<file path="src/rtl/cu_pkg.sv">
// cu_pkg: opcode constants and ALU operation encoding shared by decode and ALU
package cu_pkg;

    localparam logic [6:0] OP_RTYPE = 7'b0110011;
    localparam logic [6:0] OP_ITYPE = 7'b0010011;

    typedef enum logic [3:0] {
        ALU_ADD  = 4'd0,
        ALU_SUB  = 4'd1,
        ALU_MUL  = 4'd2,
        ALU_AND  = 4'd3,
        ALU_OR   = 4'd4,
        ALU_XOR  = 4'd5,
        ALU_NOR  = 4'd6,
        ALU_SLL  = 4'd7,
        ALU_SRL  = 4'd8,
        ALU_SLT  = 4'd9,
        ALU_SLTU = 4'd10,
        ALU_SEQ  = 4'd11,
        ALU_SNE  = 4'd12,
        ALU_SGE  = 4'd13,
        ALU_SGEU = 4'd14,
        ALU_NOP  = 4'd15
    } alu_op_e;

endpackage

</file>
<file path="src/rtl/cu_decode.sv">
// cu_decode: combinational opcode/funct decode into write enable, ALU op and illegal flag
module cu_decode
    import cu_pkg::*;
(
    input  logic [6:0] opcode,
    input  logic [2:0] funct3,
    input  logic [6:0] funct7,
    output logic       reg_write,
    output alu_op_e    opsel,
    output logic       illegal
);

    alu_op_e r_op;
    alu_op_e i_op;

    // R-type: only the listed (funct7, funct3) pairs are legal; everything else is NOP
    always_comb begin
        r_op = ALU_NOP;
        case ({funct7, funct3})
            {7'd0, 3'd0}: r_op = ALU_ADD;
            {7'd0, 3'd1}: r_op = ALU_SUB;
            {7'd0, 3'd2}: r_op = ALU_MUL;
            {7'd1, 3'd0}: r_op = ALU_AND;
            {7'd1, 3'd1}: r_op = ALU_OR;
            {7'd1, 3'd2}: r_op = ALU_XOR;
            {7'd1, 3'd3}: r_op = ALU_NOR;
            {7'd2, 3'd0}: r_op = ALU_SLL;
            {7'd2, 3'd1}: r_op = ALU_SRL;
            {7'd3, 3'd0}: r_op = ALU_SLT;
            {7'd3, 3'd1}: r_op = ALU_SLTU;
            {7'd3, 3'd2}: r_op = ALU_SEQ;
            {7'd3, 3'd3}: r_op = ALU_SNE;
            {7'd3, 3'd4}: r_op = ALU_SGE;
            {7'd3, 3'd5}: r_op = ALU_SGEU;
            default:      r_op = ALU_NOP;
        endcase
    end

    // I-type ALU: funct7 is ignored and every funct3 is legal
    always_comb begin
        i_op = ALU_ADD;
        case (funct3)
            3'd0:    i_op = ALU_ADD;
            3'd1:    i_op = ALU_SLL;
            3'd2:    i_op = ALU_SLT;
            3'd3:    i_op = ALU_SLTU;
            3'd4:    i_op = ALU_XOR;
            3'd5:    i_op = ALU_SRL;
            3'd6:    i_op = ALU_OR;
            default: i_op = ALU_AND;
        endcase
    end

    // Select by opcode; an R-type decoding to NOP marks an unsupported pair
    always_comb begin
        opsel     = (opcode == OP_RTYPE) ? r_op : (opcode == OP_ITYPE) ? i_op : ALU_NOP;
        reg_write = (opsel != ALU_NOP);
        illegal   = !reg_write;
    end

endmodule

</file>
<file path="src/rtl/control_unit.sv">
// control_unit: registered instruction decode aligned to the decode/execute boundary
module control_unit
    import cu_pkg::*;
(
    input  logic       clk,
    input  logic       rst,
    input  logic [6:0] opcode,
    input  logic [2:0] funct3,
    input  logic [6:0] funct7,
    output logic       reg_write,
    output logic [3:0] Opsel,
    output logic       illegal
);

    logic    nxt_reg_write;
    alu_op_e nxt_opsel;
    logic    nxt_illegal;

    cu_decode u_decode (
        .opcode    (opcode),
        .funct3    (funct3),
        .funct7    (funct7),
        .reg_write (nxt_reg_write),
        .opsel     (nxt_opsel),
        .illegal   (nxt_illegal)
    );

    // Output register; reset parks the pipeline on a non-writing NOP
    always_ff @(posedge clk or posedge rst) begin
        if (rst) begin
            reg_write <= 1'b0;
            Opsel     <= ALU_NOP;
            illegal   <= 1'b0;
        end else begin
            reg_write <= nxt_reg_write;
            Opsel     <= nxt_opsel;
            illegal   <= nxt_illegal;
        end
    end

endmodule

</file>
<file path="config.mk">
export PLATFORM = sky130hd
export DESIGN_NAME = control_unit
export DESIGN_NICKNAME = d
export VERILOG_FILES = /design/src/rtl/cu_pkg.sv /design/src/rtl/cu_decode.sv /design/src/rtl/control_unit.sv
export SDC_FILE = /design/constraint.sdc
export NUM_CORES = 1
export LEC_CHECK = 0
export ABC_AREA = 0
export BUFFER_PORTS_ARGS = -buffer_cell sky130_fd_sc_hd__buf_4
export CORE_AREA = 4 4 41 43
export DETAILED_ROUTE_END_ITERATION = 7
export DIE_AREA = 0 0 45 47
export PLACE_DENSITY = 0.78
export SYNTH_ARGS = -nofsm -noshare
export SYNTH_HDL_FRONTEND = slang
export SYNTH_SLANG_ARGS = --single-unit
</file>
<file path="constraint.sdc">
create_clock -name clk -period 0.8 [get_ports clk]
set_input_delay 0.04 -clock clk [delete_from_list [all_inputs] [get_ports clk]]
set_output_delay 0.04 -clock clk [all_outputs]
set_load 0.02 [all_outputs]
</file>
==> results.cfg <==
[outcome]
run_status = complete, but fails checks
violations = setup timing

[global_routing]
antenna_found_initial = 0
grt_max_degree = 8
grt_pass1_wl_mm = 3.09
first_global_vias = 715
track_usage_pct = 20.6
gr-total-overflow = 0

[setup_path]
crit_chain = buf_6 -> or4b_4 -> nor3_4 -> and4_4 -> a211o_1 -> o21ai_1
worstPathRequired_ps = 910
cp_max_fo = 4
crit_type = in -> reg
cp.arrival_ps = 1320
crit_path_start_kind = input pin
end_kind = flop
critPathMaxStageDelay_ps = 540
slowest_stage = or4b_4

[yosys]
synth_top_area_cell = dfstp_2
yosysUniqueCellTypes = 35
synth_common_cells = 7 x o21ai_0, 6 x nor2_1, 5 x inv_1
synth_edf_count = 0
synth_nets = 89
ys.flop_type = dfstp_2
synth.top_cell.area_share_pct = 19.1
syn_inst = 66
yosys_warnings = 0
avgSynthCellArea_um2 = 8.32
ys_ff_latch = 6
synthArstFlopShare_pct = 100
ys_top_cells_by_area = dfstp_2 19%, dfrtp_1 9.1%, ha_1 9.1%, o21ai_0 6.4%, nor2_1 4.1%
synth_most_common_cell = o21ai_0
syn_area_um2 = 549
yosysSeqAreaShare_pct = 28.2

[sta]
holdWs_ps = 196
drv_slew = 0
slew_headroom_pct = 78.7
worst_slew_pin_slew_ps = 315
setup_ws_ps = -409
timing.fmax_ghz = 0.827
finalHoldViolations = 0
period_share_pct = 151
setup_viol = 10
fin_crit_ps = 1210
rsz0062_at_grt = yes

[power_and_ir_drop]
p_sw_uw = 283
pwr-share-comb_pct = 39.6
powerDensity_nw_per_um2 = 949
p_leak_nw = 0.452
ir_worst_vdd_v = 0.000491
switching_share_pct = 29.1
clkPwrFrac_pct = 28.7
intPower_uw = 689
p_seq_share_pct = 31.8

[finish]
fill_cells = 89
drive_gt1_share_pct = 60.6
syn_to_final_growth_pct = 86.3
n_antenna_cell = 0
fin_nets = 134
finalInstanceArea_um2 = 1020

[cts]
clock_sinks = 6
clk_path_buf_depth = 2
cts_inserted_buffers = 3
cts_tree = done
cts_root_buf = clkbuf_4
clk_pin_slew_ps = 40
htree_levels = 1

[die]
die_h_um = 47
io_pins = 25
start_util_pct = 42.2
die_area_um2 = 2120
core_um2 = 1300
die_x_um = 45
rows = 13

[detailed_routing]
drt-total-wl_mm = 2.06
detail-route-antenna-nets = 0
wire_per_inst_um = 16.6
drtPass1Iterations = 4
drc = 0
via_count = 677
viasPerCell = 5.46
drtIter0Drc = 12

[place]
portBuffers = 24
postPlaceCellArea_um2 = 902
gp_congestion = 0.831
dp.final_hpwl_mm = 1.50

[min_path]
holdPathEnd = Opsel[1]$_DFF_PP1_
hp-class = in -> reg
worstHoldStart = opcode[0]
holdPathStages = 3

[run]
drv_cap = 0
==> per-layer routing <==
| metal | up-vias | GRT usage [%] | share of wire [%] |
|---|---|---|---|
| li1 | 329 | - | - |
| met1 | 313 | 19.4 | 33 |
| met2 | 29 | 43.2 | 59 |
| met3 | 6 | 2.30 | 5.2 |
| met4 | 0 | 9.94 | 2.7 |
| met5 | - | 0 | 0 |
==> sequential cells by signal, indices dropped and copies added (netlist names) <==
signal     flops
Opsel          4
illegal        1
reg_write      1
==> critical path: cells and delay by family <==
family | cells | cell delay, ps
AO/OA/AOI/OAI | 2 | 190
buffers and inverters | 1 | 90
AND/OR/NAND/NOR | 3 | 1000
==> final cells by class <==
class	count	area, um^2	area share [%]
Inverter	6	37.5	3.67
Multi-Input combinational cell	51	419	41.0
Clock buffer	3	22.5	2.20
Timing Repair Buffer	43	370	36.2
Tap cell	15	18.8	1.83
Sequential cell	6	155	15.2
==> worst max path at each step <==
stage	from	to	slack, ps	cells past startpoint
after floorplan	funct3[0]	reg_write$_DFF_PP0_	-460	7
after global placement	funct3[1]	reg_write$_DFF_PP0_	-660	6
after detailed placement	funct7[6]	illegal$_DFF_PP0_	-680	6
after CTS	funct7[6]	illegal$_DFF_PP0_	-360	6
after global routing	funct7[6]	illegal$_DFF_PP0_	-470	6
final	funct7[6]	illegal$_DFF_PP0_	-410	6
==> metrics by stage <==
| step | utilization (%) | std cells | total power [mW] | worst slack (ps) | setup TNS [ps] |
|---|---|---|---|---|---|
| CTS | 77.7 | 124 | 0.959 | -362 | -2240 |
| floorplan | - | 66 | 0.471 | -460 | -2130 |
| detailed placement | 69.3 | 119 | 0.649 | -676 | -3450 |
| finish | 78.7 | 124 | 0.971 | -409 | -2440 |
| global route | 78.7 | 124 | 1.02 | -473 | -2840 |
| global placement | 69.3 | 119 | 0.637 | -660 | -3250 |
==> power by group through the flow <==
stage          Sequential [mW]  Clock [mW]  Combinational (mW)
3_5_place_dp             0.312           0               0.337
3_3_place_gp             0.312           0               0.325
2_1_floorplan            0.314           0               0.157
4_1_cts                  0.308       0.283               0.367
5_1_grt                  0.308       0.294               0.418
6_report                 0.308       0.279               0.384
==> placed cells by master (no fill, tap or decap), types with 2 or more instances in the layout <==
| master | synthesis | routed |
|---|---|---|
| buf_4 | 0 | 32 |
| buf_6 | 0 | 8 |
| nor2_1 | 6 | 5 |
| dfstp_2 | 4 | 4 |
| a21oi_1 | 4 | 4 |
| nand2_1 | 4 | 4 |
| o21ai_1 | 0 | 4 |
| ha_4 | 0 | 4 |
| inv_2 | 1 | 3 |
| o21ai_0 | 7 | 3 |
| clkbuf_4 | 0 | 3 |
| a211o_1 | 2 | 2 |
| nand3_1 | 2 | 2 |
| dfrtp_1 | 2 | 2 |
| buf_8 | 0 | 2 |
==> cells by family (layout without fill, tap and decap cells) <==
kind of cell	Yosys count	count (layout)	synth area share, %
flip-flops	6	6	28.2
XOR/XNOR	1	1	1.59
AO/OA/AOI/OAI	23	23	28.7
buffers and inverters	9	52	6.61
adder cells (fa/ha/maj)	4	4	9.11
AND/OR/NAND/NOR	23	23	25.7
==> repair_timing <==
action,CTS,global route
endpoints found under the hold margin,6,0
endpoints found under the setup margin,11,12
resized for setup,18,3
hold buffers,1,0
pin swaps,3,1
buffers inserted,1,0
(Power assumes the default switching activity.)
